==> src/rtl/centroid_div_sched.sv <==
// Frame scheduler that shares one sequential divider between the X and Y centroid quotients.
// It latches the moments on eof, runs m10/m00 and then m01/m00, and publishes both results with a valid strobe.
module centroid_div_sched #(
  parameter int TIMEOUT = 64,
  parameter int OVR_W   = 8
) (
  input  logic             clk,
  input  logic             rst,
  input  logic             eof,
  input  logic [19:0]      m00,
  input  logic [31:0]      m10,
  input  logic [31:0]      m01,
  output logic             div_start,
  output logic [31:0]      div_dividend,
  output logic [19:0]      div_divisor,
  input  logic [31:0]      div_quotient,
  input  logic             div_qv,
  output logic [31:0]      x,
  output logic [31:0]      y,
  output logic             valid,
  output logic             empty,
  output logic             err,
  output logic             busy,
  output logic [OVR_W-1:0] ovr_cnt
);

  localparam int CNT_W = $clog2(TIMEOUT + 1);
  localparam logic [CNT_W-1:0] CNT_LAST = CNT_W'(TIMEOUT - 1);

  localparam logic [2:0] S_IDLE    = 3'd0;
  localparam logic [2:0] S_START_X = 3'd1;
  localparam logic [2:0] S_WAIT_X  = 3'd2;
  localparam logic [2:0] S_START_Y = 3'd3;
  localparam logic [2:0] S_WAIT_Y  = 3'd4;
  localparam logic [2:0] S_DONE    = 3'd5;

  logic [2:0]       state_q, state_d;
  logic [19:0]      lat_m00_q, lat_m00_d;
  logic [31:0]      lat_m10_q, lat_m10_d;
  logic [31:0]      lat_m01_q, lat_m01_d;
  logic [31:0]      x_tmp_q, x_tmp_d;
  logic [CNT_W-1:0] cnt_q, cnt_d;
  logic [31:0]      x_q, x_d;
  logic [31:0]      y_q, y_d;
  logic             empty_q, empty_d;
  logic             err_q, err_d;
  logic [OVR_W-1:0] ovr_q, ovr_d;

  always_comb begin
    // NOTE: every next-state value defaults to its current value first, so no path through the case leaves one unassigned and infers a latch.
    state_d   = state_q;
    lat_m00_d = lat_m00_q;
    lat_m10_d = lat_m10_q;
    lat_m01_d = lat_m01_q;
    x_tmp_d   = x_tmp_q;
    cnt_d     = cnt_q;
    x_d       = x_q;
    y_d       = y_q;
    empty_d   = empty_q;
    err_d     = err_q;
    ovr_d     = ovr_q;

    case (state_q)
      S_IDLE: begin
        if (eof) begin
          lat_m00_d = m00;
          lat_m10_d = m10;
          lat_m01_d = m01;
          if (m00 == 20'd0) begin
            // The result registers are written here so that they are already visible in the DONE cycle.
            state_d = S_DONE;
            x_d     = '0;
            y_d     = '0;
            empty_d = 1'b1;
            err_d   = 1'b0;
          end else begin
            state_d = S_START_X;
          end
        end
      end
      S_START_X: begin
        state_d = S_WAIT_X;
        cnt_d   = '0;
      end
      S_WAIT_X: begin
        if (div_qv) begin
          x_tmp_d = div_quotient;
          state_d = S_START_Y;
        end else if (cnt_q == CNT_LAST) begin
          state_d = S_DONE;
          empty_d = 1'b0;
          err_d   = 1'b1;
        end else begin
          cnt_d = cnt_q + 1'b1;
        end
      end
      S_START_Y: begin
        state_d = S_WAIT_Y;
        cnt_d   = '0;
      end
      S_WAIT_Y: begin
        if (div_qv) begin
          state_d = S_DONE;
          x_d     = x_tmp_q;
          y_d     = div_quotient;
          empty_d = 1'b0;
          err_d   = 1'b0;
        end else if (cnt_q == CNT_LAST) begin
          state_d = S_DONE;
          empty_d = 1'b0;
          err_d   = 1'b1;
        end else begin
          cnt_d = cnt_q + 1'b1;
        end
      end
      S_DONE:  state_d = S_IDLE;
      default: state_d = S_IDLE;
    endcase

    // A frame that arrives while busy, including in DONE, is dropped and counted.
    if (eof && state_q != S_IDLE && ovr_q != {OVR_W{1'b1}})
      ovr_d = ovr_q + 1'b1;
  end

  always_ff @(posedge clk) begin
    // NOTE: state registers use non-blocking assignments so that every flop samples the pre-edge values of the others.
    if (rst) begin
      state_q   <= S_IDLE;
      lat_m00_q <= '0;
      lat_m10_q <= '0;
      lat_m01_q <= '0;
      x_tmp_q   <= '0;
      cnt_q     <= '0;
      x_q       <= '0;
      y_q       <= '0;
      empty_q   <= 1'b0;
      err_q     <= 1'b0;
      ovr_q     <= '0;
    end else begin
      state_q   <= state_d;
      lat_m00_q <= lat_m00_d;
      lat_m10_q <= lat_m10_d;
      lat_m01_q <= lat_m01_d;
      x_tmp_q   <= x_tmp_d;
      cnt_q     <= cnt_d;
      x_q       <= x_d;
      y_q       <= y_d;
      empty_q   <= empty_d;
      err_q     <= err_d;
      ovr_q     <= ovr_d;
    end
  end

  assign div_start    = (state_q == S_START_X) || (state_q == S_START_Y);
  assign div_dividend = (state_q == S_START_X || state_q == S_WAIT_X) ? lat_m10_q : lat_m01_q;
  assign div_divisor  = lat_m00_q;
  assign x            = x_q;
  assign y            = y_q;
  assign valid        = (state_q == S_DONE);
  assign empty        = empty_q;
  assign err          = err_q;
  assign busy         = (state_q != S_IDLE);
  assign ovr_cnt      = ovr_q;

endmodule

==> config.mk <==
export PLATFORM = sky130hd
export DESIGN_NAME = centroid_div_sched
export DESIGN_NICKNAME = d
export VERILOG_FILES = /design/src/rtl/centroid_div_sched.sv
export SDC_FILE = /design/constraint.sdc
export NUM_CORES = 1
export LEC_CHECK = 0
export BUFFER_PORTS_ARGS = -buffer_cell sky130_fd_sc_hd__buf_4
export CORE_UTILIZATION = 40
export CTS_CLUSTER_SIZE = 25
export DETAILED_ROUTE_END_ITERATION = 10
export PLACE_DENSITY_LB_ADDON = 0.2
export SYNTH_ARGS = -nofsm -noshare
export SYNTH_HDL_FRONTEND = slang
export SYNTH_SLANG_ARGS = --single-unit
export TNS_END_PERCENT = 1
==> constraint.sdc <==
create_clock -name clk -period 4 [get_ports clk]
set_input_delay 0.2 -clock clk [delete_from_list [all_inputs] [get_ports clk]]
set_output_delay 0.2 -clock clk [all_outputs]
set_load 0.01 [all_outputs]
==> impl_results.md, run 1 <==
* Post-synth EDFFs at 0
* Max-cap violations at 0
* Pwr dens at 415 nW/µm²
* Via count at 7088
* # H-tree levels at 4
* DRT Pass-1 Iters at 4
* GR Util met1 at 25.9%
* Ys async rst share at 0%
* Num rows at 51
* Period utilisation layout at 65.8%
* Fin nets at 1304
* CP Capture Type: output port
* Highest clock rate at 0.380 GHz
* First-pass GRT wire length at 32800 µm
* Die area at 20900 µm²
* Hold Vio Cnt, Final at 0
* Mapped Area at 8130 µm²
* Grt ovf at 0
* Finished Cell Area at 10700 µm²
* M2 GR Usage at 31.9%
* Number of clock sinks at 200
* Worst Tran Pin Value at 1.15 ns
* Antenna Nets Post-Route at 0
* Finished Layout Cells at 1460
* Synth Register Bits at 200
* FF+latch area at 4000 µm²
* Vias in the first global route at 6592
* Layout cells sized above 1 at 27.8%
* Primary FF master, synth: dfxtp_1
* Slew Limit Fails at 0
* GR peak layer: met2
* Initial drt markers at 446
* Worst Path Arrival at 2.43 ns
* Number of antenna violations at the first check in global routing at 0
* P&R area growth vs syn at 31.8%
* CP Data Required Time at 3.80 ns
* VDD IR-drop max at 0.293 mV
* Fill cells at 1848
* Critical path fanouts, max at 32
* Setup bufs post-CTS at 0
* Static Leak at 0.00424 µW
* Final min period at 2.63 ns
* Startpoint types: flip-flop
* CP Class: flip-flop to output port
* Area post-placement at 10000 µm²
* Hold Path Class: input pin to flip-flop
* Post-synth cell types at 48
* HPWL Detailed at 13800 µm
* Num CTS Buffers at 17
* Setup ws final at 1.37 ns
* Setup_tns at 0 ns
* Worst skew pair latency at 0.43 ns
* Post-Synthesis Cells at 969
* Drt wl/cell at 14.5 µm
* DRC Markers at 0
* CTS tree: built
* Register area share after synthesis at 49.2%
* Status: finished, final reports clean
* GRT Util Overall at 19.8%
* Clock-pin slew on the worst setup and hold paths at 0.08 ns
* WL final at 21100 µm
* Effective utilization at floorplan at 41.2%
* Met3 usage at 5.93%
* Number of top-level pins at 249
* Buffers on Ports at 248
* Gpl congestion at 0.769
* Syn nets at 1091
* Core area at 19700 µm²
* Largest net degree at the start of global routing at 104
* Width of the die at 145 µm
* Die height at 145 µm
* Post-cts gate resize count at 0
* Root Buffer: clkbuf_16
* DR vias/cell at 4.85
* Final Skew at 0.0130 ns
* Ant diodes at 0
* Max Root-Sink Buffers at 2
* Rel. slew slack at 23.3%
* Multi-input logic area at 3730 µm²
* Placed Cells at 1420
* DP Worst Slack at 1.73 ns
* Avg Synthesized Cell Area at 8.39 µm²
* RSZ-0062 raised after global routing: no
* Util after Layout at 54.3%
* Cts hold-fix bufs at 8
* Synthesis Warnings at 0
* Final setup vio count at 0
==> cells by family after synthesis <==
kind of cell | synth area share, %
and+or+nand+nor | 21.7
DFF | 49.2
muxes | 12.8
xor gates and xnor gates | 0.431
AOI/OAI and AO/OA | 10.4
buffers and inverters | 5.06
adders and majority gates | 0.308
==> power by group <==
part           internal, µW  total [µW]  switching [µW]  leakage, µW
Clock                   912        1710             797     0.000291
Sequential             2070        2130            55.0      0.00162
Combinational           288         607             319      0.00233
==> path summary, 6_finish.rpt <==
check                            startpoint          endpoint  slack [ns]  cells after the start
worst max-delay path             state_q[0]  div_dividend[16]        1.37                      5
worst min-delay path                 m10[5]      lat_m10_q[5]        0.01                      3
worst max register to register   state_q[2]             x[29]        1.66                      5
worst min register to register  x_tmp_q[26]             x[26]        0.45                      2
==> final cells by class <==
type / count / share of cell area (%)
Clock buffer: 19 / 4.23
Timing Repair Buffer: 266 / 18.9
Tap cell: 265 / 3.09
Multi-Input combinational cell: 690 / 34.9
Sequential cell: 200 / 37.4
Inverter: 7 / 0.245
Clock inverter: 13 / 1.26
==> metal layers <==
| layer | up-vias | wire length (µm) | share of wire (%) |
|---|---|---|---|
| li1 | 3631 | - | - |
| met3 | 8 | 1480 | 7.0 |
| met1 | 3259 | 9530 | 45 |
| met5 | - | 0 | 0 |
| met4 | 0 | 134 | 0.63 |
| met2 | 190 | 10000 | 47 |
==> worst max-delay path, cell delays in order, from the launching register on <==
cell     delay (ns)
dfxtp_1        0.75
xnor2_1        0.17
nor2_2         0.11
buf_4          0.41
mux2_2         0.40
buf_4          0.14
==> synthesized netlist by cell type (3+ instances only) <==
master,count,area (µm²)
nand2_1,369,1390
dfxtp_1,200,4000
a21oi_1,123,616
mux2i_1,68,681
clkbuf_1,42,158
mux2_2,32,360
buf_2,20,100
nand3_1,14,70.1
nor2_1,12,45.0
nor4_1,8,50.1
buf_8,6,90.1
inv_1,6,22.5
o31ai_1,6,45.0
or4_1,5,37.5
nor3_1,4,20.0
or3_1,4,25.0
a21boi_1,3,22.5
a31oi_1,3,18.8
buf_6,3,33.8
o211ai_1,3,22.5
==> per-stage QoR <==
step	hold WS [ns]	total power, µW
floorplan	0.336	2510
global placement	0.441	2780
detailed placement	0.443	2780
CTS	0.0000118	4490
global route	0.00749	4640
finish	0.0102	4450
==> flip-flops by register name, summed over array words and instances, names as in the netlist, 3 cells and up <==
signal and flops:
cnt_q 7, div_divisor 20, lat_m01_q 32, lat_m10_q 32, ovr_cnt 8, state_q 3, x 32, x_tmp_q 32
y 32
==> placed cells by master (no fill, tap or decap), types with 5 or more instances in the layout <==
cell type and n:
nand2_1 369, nand3_1 14, mux2_2 32, nor4_1 8, inv_1 6, clkbuf_16 17
dfxtp_1 200, mux2i_1 68, or4_1 5, dlygate4sd3_1 8, nor2_1 11, o31ai_1 6
a21oi_1 123, buf_4 257
No activity file was read; power rests on OpenSTA's default activity.
==> run 2: changes to the inputs <==
==> constraint.sdc (replaced) <==
create_clock -name clk -period 2.5 [get_ports clk]
set_input_delay 0.125 -clock clk [delete_from_list [all_inputs] [get_ports clk]]
set_output_delay 0.125 -clock clk [all_outputs]
set_load 0.01 [all_outputs]
==> run 2 against run 1 <==
Design area is 11% higher. Routed wire length grew 6.7%. Cell count grew 7.7%. Total power grew 68%. Via count up 8.5%. Register-to-register slack lost 1.3 ns.
==> impl_results.md, run 2 (synthesized netlist as in run 1, its figures left out) <==
* Die area at 20900 µm² (unchanged)
* HPWL Detailed at 13600 µm (-1.5%)
* Static Leak at 0.00475 µW (+12%)
* Vias in the first global route at 7266 (+10%)
* Status: finished, final reports clean
* Period utilisation layout at 89.0%
* Fill cells at 1714 (-7.3%)
* Setup_tns at 0 ns (unchanged)
* Clock-pin slew on the worst setup and hold paths at 0.08 ns (about the same)
* Ant diodes at 0 (unchanged)
* Most frequent cells in the layout: nand2_1 (369), buf_4 (258), dfxtp_1 (200), a21oi_1 (123), dlygate4sd3_1 (116)
* Post-cts gate resize count at 0 (unchanged)
* Layout cells sized above 1 at 25.7% (-2.1 points)
* Max-cap violations at 0 (unchanged)
* Commonest non-fill, non-tap cell in the layout: nand2_1
* Antenna Nets Post-Route at 0 (unchanged)
* Hold Path Class: input pin to flip-flop
* First-pass GRT wire length at 35400 µm (+7.9%)
* Final Skew at 0.0160 ns (+0.00294 ns)
* Final hold slack at 0.0970 ns (+0.0868 ns)
* Grt ovf at 0 (unchanged)
* Root Buffer: clkbuf_16
* VDD IR-drop max at 0.469 mV (+60%)
* Core area at 19700 µm² (unchanged)
* DRC Markers at 0 (unchanged)
* CP Capture Type: flip-flop
* Number of clock sinks at 200 (unchanged)
* DRT Pass-1 Iters at 5 (+1)
* DR vias/cell at 4.89 (+0.80%)
* CP Data Required Time at 2.85 ns (-0.95 ns)
* Startpoint types: input pin
* P&R area growth vs syn at 46.5%
* Buffers on Ports at 248 (unchanged)
* Worst skew pair latency at 0.43 ns (about the same)
* Critical path fanouts, max at 64 (+100%)
* Final min period at 2.22 ns
* Max Root-Sink Buffers at 2 (unchanged)
* Drt wl/cell at 14.3 µm (-0.94%)
* WL final at 22500 µm (+6.7%)
* GR peak layer: met2
* CP Class: input pin to flip-flop
* Width of the die at 145 µm (unchanged)
* CTS tree: built
* Largest net degree at the start of global routing at 85 (-18%)
* Worst Path Arrival at 2.57 ns (+0.14 ns)
* Die height at 145 µm (unchanged)
* RSZ-0062 raised after global routing: no
* Fin nets at 1416 (+8.6%)
* Number of top-level pins at 249 (unchanged)
* Worst Tran Pin Value at 0.863 ns (-0.287 ns)
* Top delay family on crit path: buffers and inverters
* Num CTS Buffers at 17 (unchanged)
* Slowest-stage cell, CP: nor4_1
* Buf+Inv Stages, Crit Path at 3 (+1)
* GR Util met1 at 27.5% (+1.6 points)
* Rel. slew slack at 42.5% (+19 points)
* Initial drt markers at 373 (-16%)
* Number of antenna violations at the first check in global routing at 0 (unchanged)
* Ordered list of cells on the worst path: dlygate4sd3_1 -> buf_4 -> nor4_1 -> nand3_1 -> o21ai_4 -> buf_12 -> mux2i_1
* Num rows at 51 (unchanged)
* Via count at 7693 (+8.5%)
* Hold Vio Cnt, Final at 0 (unchanged)
* M2 GR Usage at 34.2% (+2.2 points)
* Gpl congestion at 0.757 (-1.5%)
* Slowest Stage Delay on Critical Path at 0.55 ns (-0.20 ns)
* Final setup vio count at 0 (unchanged)
* Highest clock rate at 0.449 GHz
* Pwr dens at 626 nW/µm² (+51%)
* Slew Limit Fails at 0 (unchanged)
* GRT Util Overall at 21.3% (+1.5 points)
* # H-tree levels at 4 (unchanged)
* Effective utilization at floorplan at 41.2% (unchanged)
* Met3 usage at 5.76% (-0.17 points)
## run 2: cell count changes in the layout (fill, tap and decap cells not counted)
cell / previous run / this run
clkinvlp_4: 1 / 0
clkinv_2: 3 / 0
inv_12: 0 / 2
clkinv_8: 1 / 5
dlygate4sd3_1: 8 / 116
buf_4: 257 / 258
buf_12: 1 / 4
clkinv_4: 2 / 1
inv_8: 2 / 3
clkbuf_8: 2 / 0
## run 2: final timing paths
path / endpoint / slack, ns / start / cells after the start
worst max-delay path: y[3] / 0.28 / m00[19] / 7
worst min-delay path: err / 0.1 / eof / 4
worst max register to register: y[3] / 0.37 / state_q[1] / 6
worst min register to register: x[7] / 0.45 / x_tmp_q[7] / 2
## run 2: repair_timing
item,CTS,global route
buffers inserted,0,0
hold buffers,116,0
endpoints found under the hold margin,148,0
## run 2: through the flow
stage	setup WS [ns]	utilization (%)	total power, µW	cell area, µm²	std cells
after floorplan	0.900	-	4020	8130	969
after global placement	0.523	51.3	4470	10100	1424
after detailed placement	0.463	51.3	4480	10100	1424
after CTS	0.356	60.4	7530	11900	1572
after global routing	0.199	60.4	7780	11900	1572
final	0.275	60.4	7460	11900	1572
## run 2: power by group
part,switching [µW],internal [µW],leakage (µW),total (µW)
Combinational,575,591,0.00281,1170
Clock,1420,1480,0.000309,2900
Sequential,75.3,3320,0.00162,3390
## run 2: worst register-to-register path: stages (launching register included)
cell	delay (ns)
dfxtp_1	0.38
buf_4	0.21
nor3b_1	0.42
nand2_1	0.19
o21ai_4	0.11
buf_12	0.35
mux2i_1	0.40
## run 2: cell type report
type | instances | area [µm²] | share of cell area (%)
Clock inverter | 15 | 213 | 1.79
Timing Repair Buffer | 378 | 3180 | 26.7
Tap cell | 265 | 332 | 2.78
Multi-Input combinational cell | 690 | 3730 | 31.4
Clock buffer | 17 | 425 | 3.57
Inverter | 7 | 26.3 | 0.221
Sequential cell | 200 | 4000 | 33.6
## run 2: metal layers
| layer | up-vias | wire length, µm |
|---|---|---|
| li1 | 3868 | - |
| met1 | 3556 | 10300 |
| met2 | 231 | 10600 |
| met3 | 38 | 1310 |
| met4 | 0 | 428 |
| met5 | - | 0 |
